### config.mk
export PLATFORM = sky130hd
export DESIGN_NAME = mvm_ctrl_fsm_flat
export DESIGN_NICKNAME = d
export VERILOG_FILES = /design/src/rtl/mvm_pkg.sv /design/src/rtl/mvm_bus.sv /design/src/rtl/mvm_ctrl_fsm.sv /design/src/flat_wrapper.sv
export SDC_FILE = /design/constraint.sdc
export NUM_CORES = 1
export LEC_CHECK = 0
export CAP_MARGIN = 20
export CORE_MARGIN = 1.5
export CORE_UTILIZATION = 48
export DETAILED_ROUTE_END_ITERATION = 8
export PLACE_DENSITY = 0.76
export SYNTH_ARGS = -nofsm -noshare
export SYNTH_HDL_FRONTEND = slang
export SYNTH_SLANG_ARGS = --single-unit
### constraint.sdc
create_clock -name clk -period 2.1 [get_ports clk]
set_clock_uncertainty 0.05 [all_clocks]
set_input_delay 0.21 -clock clk [delete_from_list [all_inputs] [get_ports clk]]
set_output_delay 0.21 -clock clk [all_outputs]
set_load 0.005 [all_outputs]
### src/rtl/mvm_pkg.sv
// Shared types and defaults for the crossbar MVM control path:
// controller state encoding, strobe bundle and its state decode.
package mvm_pkg;

    typedef enum logic [2:0] {
        ST_IDLE  = 3'd0,
        ST_PROG  = 3'd1,
        ST_INIT  = 3'd2,
        ST_FETCH = 3'd3,
        ST_READ  = 3'd4,
        ST_CALC  = 3'd5,
        ST_ACC   = 3'd6,
        ST_DONE  = 3'd7
    } mvm_state_t;

    localparam int XBAR_SIZE_DEF = 16;
    localparam int RD_CYCLES_DEF = 1;

    typedef struct packed {
        logic get_ready;
        logic fetch;
        logic rd_en;
        logic calc;
        logic up_sum;
        logic prog_wt;
        logic mvm_done;
    } mvm_strb_t;

    // Exactly one strobe per non-idle state, so the datapath never sees two at once.
    function automatic mvm_strb_t strobe_decode(input mvm_state_t st);
        mvm_strb_t s;
        s = '0;
        case (st)
            ST_PROG:  s.prog_wt   = 1'b1;
            ST_INIT:  s.get_ready = 1'b1;
            ST_FETCH: s.fetch     = 1'b1;
            ST_READ:  s.rd_en     = 1'b1;
            ST_CALC:  s.calc      = 1'b1;
            ST_ACC:   s.up_sum    = 1'b1;
            ST_DONE:  s.mvm_done  = 1'b1;
            ST_IDLE:  s = '0;
            default:  s = '0;
        endcase
        return s;
    endfunction

endpackage

### src/rtl/mvm_bus.sv
// Control/feedback bundle between the MVM sequencer and the crossbar datapath.
interface mvm_bus #(
    parameter int CNT_W = 4
);
    logic             get_ready;
    logic             fetch;
    logic             rd_en;
    logic             calc;
    logic             up_sum;
    logic             prog_wt;
    logic             mvm_done;
    logic [CNT_W-1:0] counter;
    logic             skip;

    modport ctrl (
        output get_ready, fetch, rd_en, calc, up_sum, prog_wt, mvm_done, counter,
        input  skip
    );

    modport dp (
        input  get_ready, fetch, rd_en, calc, up_sum, prog_wt, mvm_done, counter,
        output skip
    );
endinterface

### src/rtl/mvm_ctrl_fsm.sv
// Sequencer for one crossbar MVM: walks activation rows, skips zero rows,
// issues the weight-programming strobe and a one-cycle completion pulse.
module mvm_ctrl_fsm
    import mvm_pkg::*;
#(
    parameter int XBAR_SIZE = XBAR_SIZE_DEF,
    parameter int RD_CYCLES = RD_CYCLES_DEF,
    parameter int CNT_W     = $clog2(XBAR_SIZE)
) (
    input  logic   clk,
    input  logic   reset,
    input  logic   mvm_start,
    input  logic   prog_req,
    output logic   busy,
    mvm_bus.ctrl   dp_bus
);

    localparam logic [CNT_W-1:0] LAST_ROW = CNT_W'(XBAR_SIZE - 1);
    localparam logic [1:0]       RD_LOAD  = 2'(RD_CYCLES - 1);

    mvm_state_t       state_q, state_d;
    logic [CNT_W-1:0] counter_q, counter_d;
    logic [1:0]       rd_cnt_q, rd_cnt_d;
    mvm_strb_t        strb_q, strb_d;
    logic             busy_q, busy_d;

    // Next-state, row counter and read-latency counter; strobes decode the next state
    // so each one is a flop that is high exactly while its state is current.
    always_comb begin
        state_d   = state_q;
        counter_d = counter_q;
        rd_cnt_d  = rd_cnt_q;
        case (state_q)
            ST_IDLE: begin
                if (prog_req) begin
                    state_d = ST_PROG;
                end else if (mvm_start) begin
                    state_d = ST_INIT;
                end else begin
                    state_d = ST_IDLE;
                end
            end
            ST_PROG: state_d = ST_IDLE;
            ST_INIT: begin
                counter_d = {CNT_W{1'b0}};
                state_d   = ST_FETCH;
            end
            ST_FETCH: begin
                if (dp_bus.skip) begin
                    if (counter_q == LAST_ROW) begin
                        state_d = ST_DONE;
                    end else begin
                        counter_d = counter_q + CNT_W'(1'b1);
                        state_d   = ST_FETCH;
                    end
                end else begin
                    rd_cnt_d = RD_LOAD;
                    state_d  = ST_READ;
                end
            end
            ST_READ: begin
                if (rd_cnt_q == 2'd0) begin
                    state_d = ST_CALC;
                end else begin
                    rd_cnt_d = rd_cnt_q - 2'd1;
                end
            end
            ST_CALC: state_d = ST_ACC;
            ST_ACC: begin
                if (counter_q == LAST_ROW) begin
                    state_d = ST_DONE;
                end else begin
                    counter_d = counter_q + CNT_W'(1'b1);
                    state_d   = ST_FETCH;
                end
            end
            ST_DONE: state_d = ST_IDLE;
            default: state_d = ST_IDLE;
        endcase
        strb_d = strobe_decode(state_d);
        busy_d = (state_d != ST_IDLE);
    end

    // State, counters and registered outputs; reset aborts without a done pulse.
    always_ff @(posedge clk) begin
        if (reset) begin
            state_q   <= ST_IDLE;
            counter_q <= {CNT_W{1'b0}};
            rd_cnt_q  <= 2'd0;
            strb_q    <= '0;
            busy_q    <= 1'b0;
        end else begin
            state_q   <= state_d;
            counter_q <= counter_d;
            rd_cnt_q  <= rd_cnt_d;
            strb_q    <= strb_d;
            busy_q    <= busy_d;
        end
    end

    assign dp_bus.get_ready = strb_q.get_ready;
    assign dp_bus.fetch     = strb_q.fetch;
    assign dp_bus.rd_en     = strb_q.rd_en;
    assign dp_bus.calc      = strb_q.calc;
    assign dp_bus.up_sum    = strb_q.up_sum;
    assign dp_bus.prog_wt   = strb_q.prog_wt;
    assign dp_bus.mvm_done  = strb_q.mvm_done;
    assign dp_bus.counter   = counter_q;
    assign busy             = busy_q;

endmodule

### src/flat_wrapper.sv
// flat-port wrapper written by rule: the top's interface ports become plain ports
module mvm_ctrl_fsm_flat import mvm_pkg::*;
#(
    parameter int XBAR_SIZE = XBAR_SIZE_DEF,
    parameter int RD_CYCLES = RD_CYCLES_DEF,
    parameter int CNT_W     = $clog2(XBAR_SIZE)
)
  (clk, reset, mvm_start, prog_req, busy, dp_bus_get_ready, dp_bus_fetch, dp_bus_rd_en, dp_bus_calc, dp_bus_up_sum, dp_bus_prog_wt, dp_bus_mvm_done, dp_bus_counter, dp_bus_skip);
  mvm_bus #(.CNT_W(CNT_W)) dp_bus_i ();
  input  logic clk;
  input  logic reset;
  input  logic mvm_start;
  input  logic prog_req;
  output logic busy;
  output wire logic [$bits(dp_bus_i.get_ready)-1:0] dp_bus_get_ready;
  output wire logic [$bits(dp_bus_i.fetch)-1:0] dp_bus_fetch;
  output wire logic [$bits(dp_bus_i.rd_en)-1:0] dp_bus_rd_en;
  output wire logic [$bits(dp_bus_i.calc)-1:0] dp_bus_calc;
  output wire logic [$bits(dp_bus_i.up_sum)-1:0] dp_bus_up_sum;
  output wire logic [$bits(dp_bus_i.prog_wt)-1:0] dp_bus_prog_wt;
  output wire logic [$bits(dp_bus_i.mvm_done)-1:0] dp_bus_mvm_done;
  output wire logic [$bits(dp_bus_i.counter)-1:0] dp_bus_counter;
  input wire logic [$bits(dp_bus_i.skip)-1:0] dp_bus_skip;
  assign dp_bus_get_ready = dp_bus_i.get_ready;
  assign dp_bus_fetch = dp_bus_i.fetch;
  assign dp_bus_rd_en = dp_bus_i.rd_en;
  assign dp_bus_calc = dp_bus_i.calc;
  assign dp_bus_up_sum = dp_bus_i.up_sum;
  assign dp_bus_prog_wt = dp_bus_i.prog_wt;
  assign dp_bus_mvm_done = dp_bus_i.mvm_done;
  assign dp_bus_counter = dp_bus_i.counter;
  assign dp_bus_i.skip = dp_bus_skip;
  mvm_ctrl_fsm #(.XBAR_SIZE(XBAR_SIZE), .RD_CYCLES(RD_CYCLES), .CNT_W(CNT_W)) u_core (.clk(clk), .reset(reset), .mvm_start(mvm_start), .prog_req(prog_req), .busy(busy), .dp_bus(dp_bus_i));
endmodule
==> results of run 1 <==
-- worst max-delay path, stage by stage, from the launching register on --
cell and delay, ns:
dfxtp_1 0.61, nand2b_2 0.23, a21oi_2 0.11, a311oi_4 0.44, nor4b_2 0.26
-- registers in the layout (all words and copies together), names as in the netlist --
register	cells
u_core.rd_cnt_q	2
u_core.dp_bus.prog_wt	1
u_core.dp_bus.rd_en	1
u_core.dp_bus.mvm_done	1
u_core.dp_bus.counter	4
u_core.dp_bus.fetch	1
u_core.state_q	3
u_core.dp_bus.calc	1
u_core.dp_bus.get_ready	1
u_core.dp_bus.up_sum	1
u_core.busy	1
-- through the flow --
| stage | instance area [µm²] | utilization |
|---|---|---|
| final | 1000 | 0.642 |
| after CTS | 1000 | 0.642 |
| after global routing | 1000 | 0.642 |
| after detailed placement | 973 | 0.624 |
| after global placement | 973 | 0.624 |
| after floorplan | 820 | - |
-- power by group through the flow --
stage	Sequential (mW)	Combinational (mW)	Clock, mW
after global routing	0.354	0.100	0.190
after CTS	0.352	0.0918	0.180
after detailed placement	0.359	0.0915	0
after floorplan	0.350	0.0671	0
after global placement	0.357	0.0887	0
final	0.351	0.0914	0.174
-- logic make-up after synthesis --
group	count (synthesis)	share of synthesized area
AOI/OAI and AO/OA	18	0.177
adders and majority gates	2	0.0305
buffers and inverters	7	0.0565
DFF	17	0.415
muxes	2	0.0244
and+or+nand+nor	35	0.296
-- layer usage --
layer,vias to the layer above,share of wire,global-route usage,wire (µm)
met5,-,0,0,0
met1,284,0.48,0.220,715
met4,0,0.013,0.0909,19
li1,331,-,-,-
met2,11,0.48,0.300,718
met3,2,0.025,0.0367,38
-- layout make-up --
type	instances	area (µm²)
Fill cell	114	558
Multi-Input combinational cell	57	433
Sequential cell	17	340
Timing Repair Buffer	17	168
Clock buffer	3	22.5
Tap cell	16	20.0
Inverter	3	12.5
Clock inverter	1	5.00
-- placed cells by master, fill, tap and decap left out, types with 2 or more instances in the layout --
cell type        count
dfxtp_1             17
clkdlybuf4s50_1     16
nor2_1              12
a21oi_1              5
nand3_1              3
clkbuf_4             3
inv_1                2
nand3b_1             2
a21oi_2              2
clkinv_2             2
nor4b_1              2
mux2i_1              2
nor4b_2              2
nor3_1               2
o211ai_1             2
nand2b_1             2
ha_1                 2
-- worst max-delay path by stage --
stage | from | to | slack, ns | depth (start not counted)
3_5_place_dp | dp_bus_skip | u_core.dp_bus.calc | 0.35 | 5
6_report | u_core.state_q[2] | u_core.dp_bus.calc | 0.32 | 4
2_1_floorplan | u_core.dp_bus.counter[0] | u_core.dp_bus.counter[3] | 0.60 | 5
4_1_cts | u_core.state_q[2] | u_core.dp_bus.calc | 0.32 | 4
5_1_grt | u_core.state_q[2] | u_core.dp_bus.calc | 0.16 | 4
3_3_place_gp | dp_bus_skip | u_core.dp_bus.calc | 0.43 | 5
==> results.sh, run 1 <==
export IMPL_outcome="complete, no violations"
export IMPL_post_route_period_util=0.848
export IMPL_tightest_slew_ns=0.629
export IMPL_ys_warn_count=0
export IMPL_die_y_um=44.3
export IMPL_antenna_found_initial=0
export IMPL_hpwl_mm=1.12
export IMPL_cts_setup_buffers=0
export IMPL_fin_nets=106
export IMPL_r2r_slack_ns=0.32
export IMPL_required_ns=2.26
export IMPL_drcViolationCount=0
export IMPL_rr_endpoint="u_core.dp_bus.calc"
export IMPL_worstHoldStart="u_core.dp_bus.counter[0]"
export IMPL_arrival_ns=1.94
export IMPL_rows=14
export IMPL_yosysSeqAreaShare=0.415
export IMPL_min_path_cells=2
export IMPL_p_per_area_nw_per_um2=616
export IMPL_clk_latency_ns=0.29
export IMPL_internal_power_mw=0.455
export IMPL_grt_ovfl_total=0
export IMPL_diodes=0
export IMPL_seq_power_share=0.570
export IMPL_via_count=628
export IMPL_clk_pin_slew_ns=0.10
export IMPL_wl_per_cell_um=13.1
export IMPL_stdcell_count=114
export IMPL_ys_types=37
export IMPL_htree_levels=1
export IMPL_design_portCount=17
export IMPL_syn_to_final_growth_pct=22.1
export IMPL_via_per_inst=5.51
export IMPL_finalPower_mw=0.617
export IMPL_post_route_min_period_ns=1.78
export IMPL_comb_power_share=0.148
export IMPL_irDropWorstVdd_v=0.000479
export IMPL_cp_start_kind="flop"
export IMPL_hold_class="reg2reg"
export IMPL_gp_congestion=0.790
export IMPL_hold_ws_ns=0.469
export IMPL_power_leakage_nw=0.348
export IMPL_wirelength_mm=1.49
export IMPL_grt_pass1_wl_mm=2.58
export IMPL_clock_tree_root_cell="clkbuf_4"
export IMPL_grt_use_total=0.181
export IMPL_numCtsBuffers=3
export IMPL_ctsResizeCount=0
export IMPL_holdPathEnd="u_core.dp_bus.counter[0]"
export IMPL_io_buffer_count=16
export IMPL_synthTopCellsByArea="dfxtp_1 42%, nor2_1 5.5%, nor4b_2 3.7%, a311oi_4 3.2%, a21oi_1 3.1%"
export IMPL_die_area_um2=1960
export IMPL_clk_path_buf_depth=2
export IMPL_preCtsSetupSlack_ns=0.345
export IMPL_netlist_area_um2=820
export IMPL_drt_pass1_iter_count=5
export IMPL_grt_max_degree=14
export IMPL_ys_top_cells_by_count="17 x dfxtp_1, 12 x nor2_1, 5 x a21oi_1, 3 x nand3_1"
export IMPL_cts_tree="yes"
export IMPL_initial_core_util=0.526
export IMPL_syn_avg_cell_area_um2=10.1
export IMPL_hold_buffers=0
export IMPL_reg2reg_from="u_core.state_q[2]"
export IMPL_p_sw_frac=0.263
export IMPL_maxCapViolCount=0
export IMPL_worstSetupPathType="reg2reg"
export IMPL_async_reset_ff_frac=0
export IMPL_synth_nets=88
export IMPL_drv_slew=0
export IMPL_relSlewSlack=0.575
export IMPL_drt_iter0_markers=11
export IMPL_drive_gt1_frac=0.173
export IMPL_cp_end_kind="flop"
export IMPL_postRouteAntennaNets=0
export IMPL_synth_most_common_cell="dfxtp_1"
export IMPL_cts_sinks=17
export IMPL_syn_inst=81
export IMPL_p_switching_mw=0.162
export IMPL_cp_max_fo=12
export IMPL_reg2reg_depth=4
export IMPL_p_clk_frac=0.282
export IMPL_setup_viol=0
export IMPL_dp_cells=110
export IMPL_hold_viol=0
export IMPL_coreArea_um2=1560
export IMPL_tns_ns=0
export IMPL_synth_top_area_cell="dfxtp_1"
export IMPL_synth_top_area_share=0.415
export IMPL_die_width_um=44.3
export IMPL_ys_flop_type="dfxtp_1"
export IMPL_max_clock_freq_mhz=561
export IMPL_synth_seq_cells=17
export IMPL_synth_edf_count=0
export IMPL_layout_setup_ws_ns=0.319
export IMPL_rsz0062_at_grt="no"
export IMPL_grt_pass1_vias=614
No activity file was read; power rests on OpenSTA's default activity.
==> run 2, diff against run 1 <==
clock period = 1.87 ns   (was 2.1 ns; I/O delays follow)
==> run 2 against run 1 <==
  * The flow now finishes with violations (design-rule violations)
  * Routed wire length grew 3.7%
  * Setup slack lost 0.12 ns
  * Largest power group unchanged
  * Sequential power grew 12%
  * Utilization grew 0.40 points
  * Non-clock buffer count grew 1
  * Register-to-register slack lost 0.12 ns
  * Flip-flop and latch count is the same
  * Combinational power grew 16%
  * First-iteration DRC count shrank 27%
  * Sequential share of layout area shrank 0.21 points
==> results.sh, run 2 (same netlist as run 1, synthesis figures left out) <==
export IMPL_fillCellCount=125
export IMPL_clk_pin_slew_ns=0.09
export IMPL_worstHoldStart="u_core.dp_bus.counter[0]"
export IMPL_wirelength_mm=1.55
export IMPL_grt_pass1_wl_mm=2.64
export IMPL_drcViolationCount=2
export IMPL_largest_register_ffs=4
export IMPL_wl_per_cell_um=13.4
export IMPL_drive_gt1_frac=0.172
export IMPL_relSlewSlack=0.589
export IMPL_io_buffer_count=16
export IMPL_cts_setup_buffers=0
export IMPL_violations="design-rule violations"
export IMPL_fin_nets=107
export IMPL_clock_tree_root_cell="clkbuf_4"
export IMPL_htree_levels=1
export IMPL_setup_viol=0
export IMPL_p_clk_frac=0.273
export IMPL_power_leakage_nw=0.350
export IMPL_via_per_inst=5.63
export IMPL_reg2reg_depth=5
export IMPL_cp_end_kind="flop"
export IMPL_diodes=0
export IMPL_comb_power_share=0.154
export IMPL_rows=14
export IMPL_clk_latency_ns=0.27
export IMPL_rr_endpoint="u_core.dp_bus.counter[3]"
export IMPL_top_usage_layer="met2"
export IMPL_tightest_slew_ns=0.608
export IMPL_cp_start_kind="flop"
export IMPL_syn_to_final_growth_pct=22.9
export IMPL_r2r_slack_ns=0.20
export IMPL_hold_ws_ns=0.481
export IMPL_cp_max_fo=6
export IMPL_numCtsBuffers=3
export IMPL_drv_slew=0
export IMPL_worstSetupPathType="reg2reg"
export IMPL_irDropWorstVdd_v=0.000475
export IMPL_outcome="complete, but fails checks"
export IMPL_design_portCount=17
export IMPL_crit_slowest_cell="or4b_1"
export IMPL_rsz0062_at_grt="no"
export IMPL_reg2reg_from="u_core.dp_bus.counter[0]"
export IMPL_drt_iter0_markers=8
export IMPL_ctsResizeCount=0
export IMPL_via_count=647
export IMPL_drt_pass1_iter_count=6
export IMPL_gp_congestion=0.835
export IMPL_p_switching_mw=0.173
export IMPL_holdPathEnd="u_core.dp_bus.counter[0]"
export IMPL_internal_power_mw=0.514
export IMPL_post_route_period_util=0.891
export IMPL_p_per_area_nw_per_um2=682
export IMPL_hold_class="reg2reg"
export IMPL_seq_power_share=0.573
export IMPL_grt_use_met2=0.274
export IMPL_hold_viol=0
export IMPL_required_ns=2.04
export IMPL_met1_usage=0.258
export IMPL_grt_pass1_vias=573
export IMPL_regArea_um2=340
export IMPL_layout_common_cells="17 x dfxtp_1, 16 x clkdlybuf4s50_1, 12 x nor2_1, 5 x a21oi_1"
export IMPL_min_path_cells=2
export IMPL_grt_max_degree=14
export IMPL_die_width_um=44.3
export IMPL_p_sw_frac=0.251
export IMPL_post_route_min_period_ns=1.67
export IMPL_initial_core_util=0.526
export IMPL_maxCapViolCount=0
export IMPL_coreArea_um2=1560
export IMPL_hpwl_mm=1.09
export IMPL_die_y_um=44.3
export IMPL_final_common_cell="dfxtp_1"
export IMPL_antenna_found_initial=0
export IMPL_arrival_ns=1.84
export IMPL_hold_buffers=0
export IMPL_max_clock_freq_mhz=600
export IMPL_cts_sinks=17
export IMPL_clk_path_buf_depth=2
export IMPL_met3_usage=0.0367
export IMPL_postRouteAntennaNets=0
export IMPL_crit_chain="ha_1 -> nand3_2 -> a21boi_1 -> or4b_1 -> nand3_1"
export IMPL_grt_use_total=0.185
export IMPL_die_area_um2=1960
export IMPL_cp_slowest_stage_delay_ns=0.49
export IMPL_tns_ns=0
export IMPL_multi_input_area_um2=433
export IMPL_grt_ovfl_total=0
export IMPL_cts_tree="yes"
## run 2: changes by cell type in the layout (fill, tap and decap cells not counted), sizes merged
cell	previous run	this run
clkinv	2	1
clkbuf	3	4
buf	1	2
## run 2: layer usage
layer / wire length, µm / part of all wire
met3: 36 / 0.023
met4: 34 / 0.022
met5: 0 / 0
met1: 744 / 0.48
met2: 731 / 0.47
## run 2: worst max path at each step
stage | from | to | slack [ns]
2_1_floorplan | u_core.dp_bus.counter[0] | u_core.dp_bus.counter[3] | 0.37
3_3_place_gp | dp_bus_skip | u_core.dp_bus.calc | 0.21
3_5_place_dp | dp_bus_skip | u_core.dp_bus.calc | 0.14
4_1_cts | u_core.state_q[0] | u_core.dp_bus.calc | 0.21
5_1_grt | u_core.state_q[0] | u_core.dp_bus.calc | 0.09
6_report | u_core.dp_bus.counter[0] | u_core.dp_bus.counter[3] | 0.20
## run 2: area by class of cell
cell class / instances / area share
inverters: 3 / 0.0124
clock buffers: 4 / 0.0261
repair buffers: 18 / 0.174
multi-input cells: 57 / 0.430
flip-flops and latches: 17 / 0.338
well taps: 16 / 0.0199
## run 2: critical path, delay by kind of cell, from the launching register on
family,cells,cell delay (ns)
and+or+nand+nor,3,0.73
DFF,1,0.40
adders and majority gates,1,0.24
AOI/OAI and AO/OA,1,0.19
## run 2: stage by stage
step	power (mW)	cell area, µm²	worst slack [ns]	std cells	utilization
2_1_floorplan	0.469	820	0.369	81	-
3_3_place_gp	0.502	981	0.214	111	0.629
3_5_place_dp	0.506	981	0.138	111	0.629
4_1_cts	0.690	1010	0.206	115	0.646
5_1_grt	0.721	1010	0.0853	115	0.646
6_report	0.687	1010	0.204	115	0.646
## run 2: power groups by stage
stage / logic, mW / registers, mW / clock network [mW]
after floorplan: 0.0754 / 0.393 / 0
after global placement: 0.101 / 0.401 / 0
after detailed placement: 0.104 / 0.402 / 0
after CTS: 0.106 / 0.394 / 0.191
after global routing: 0.115 / 0.396 / 0.209
final: 0.106 / 0.394 / 0.187
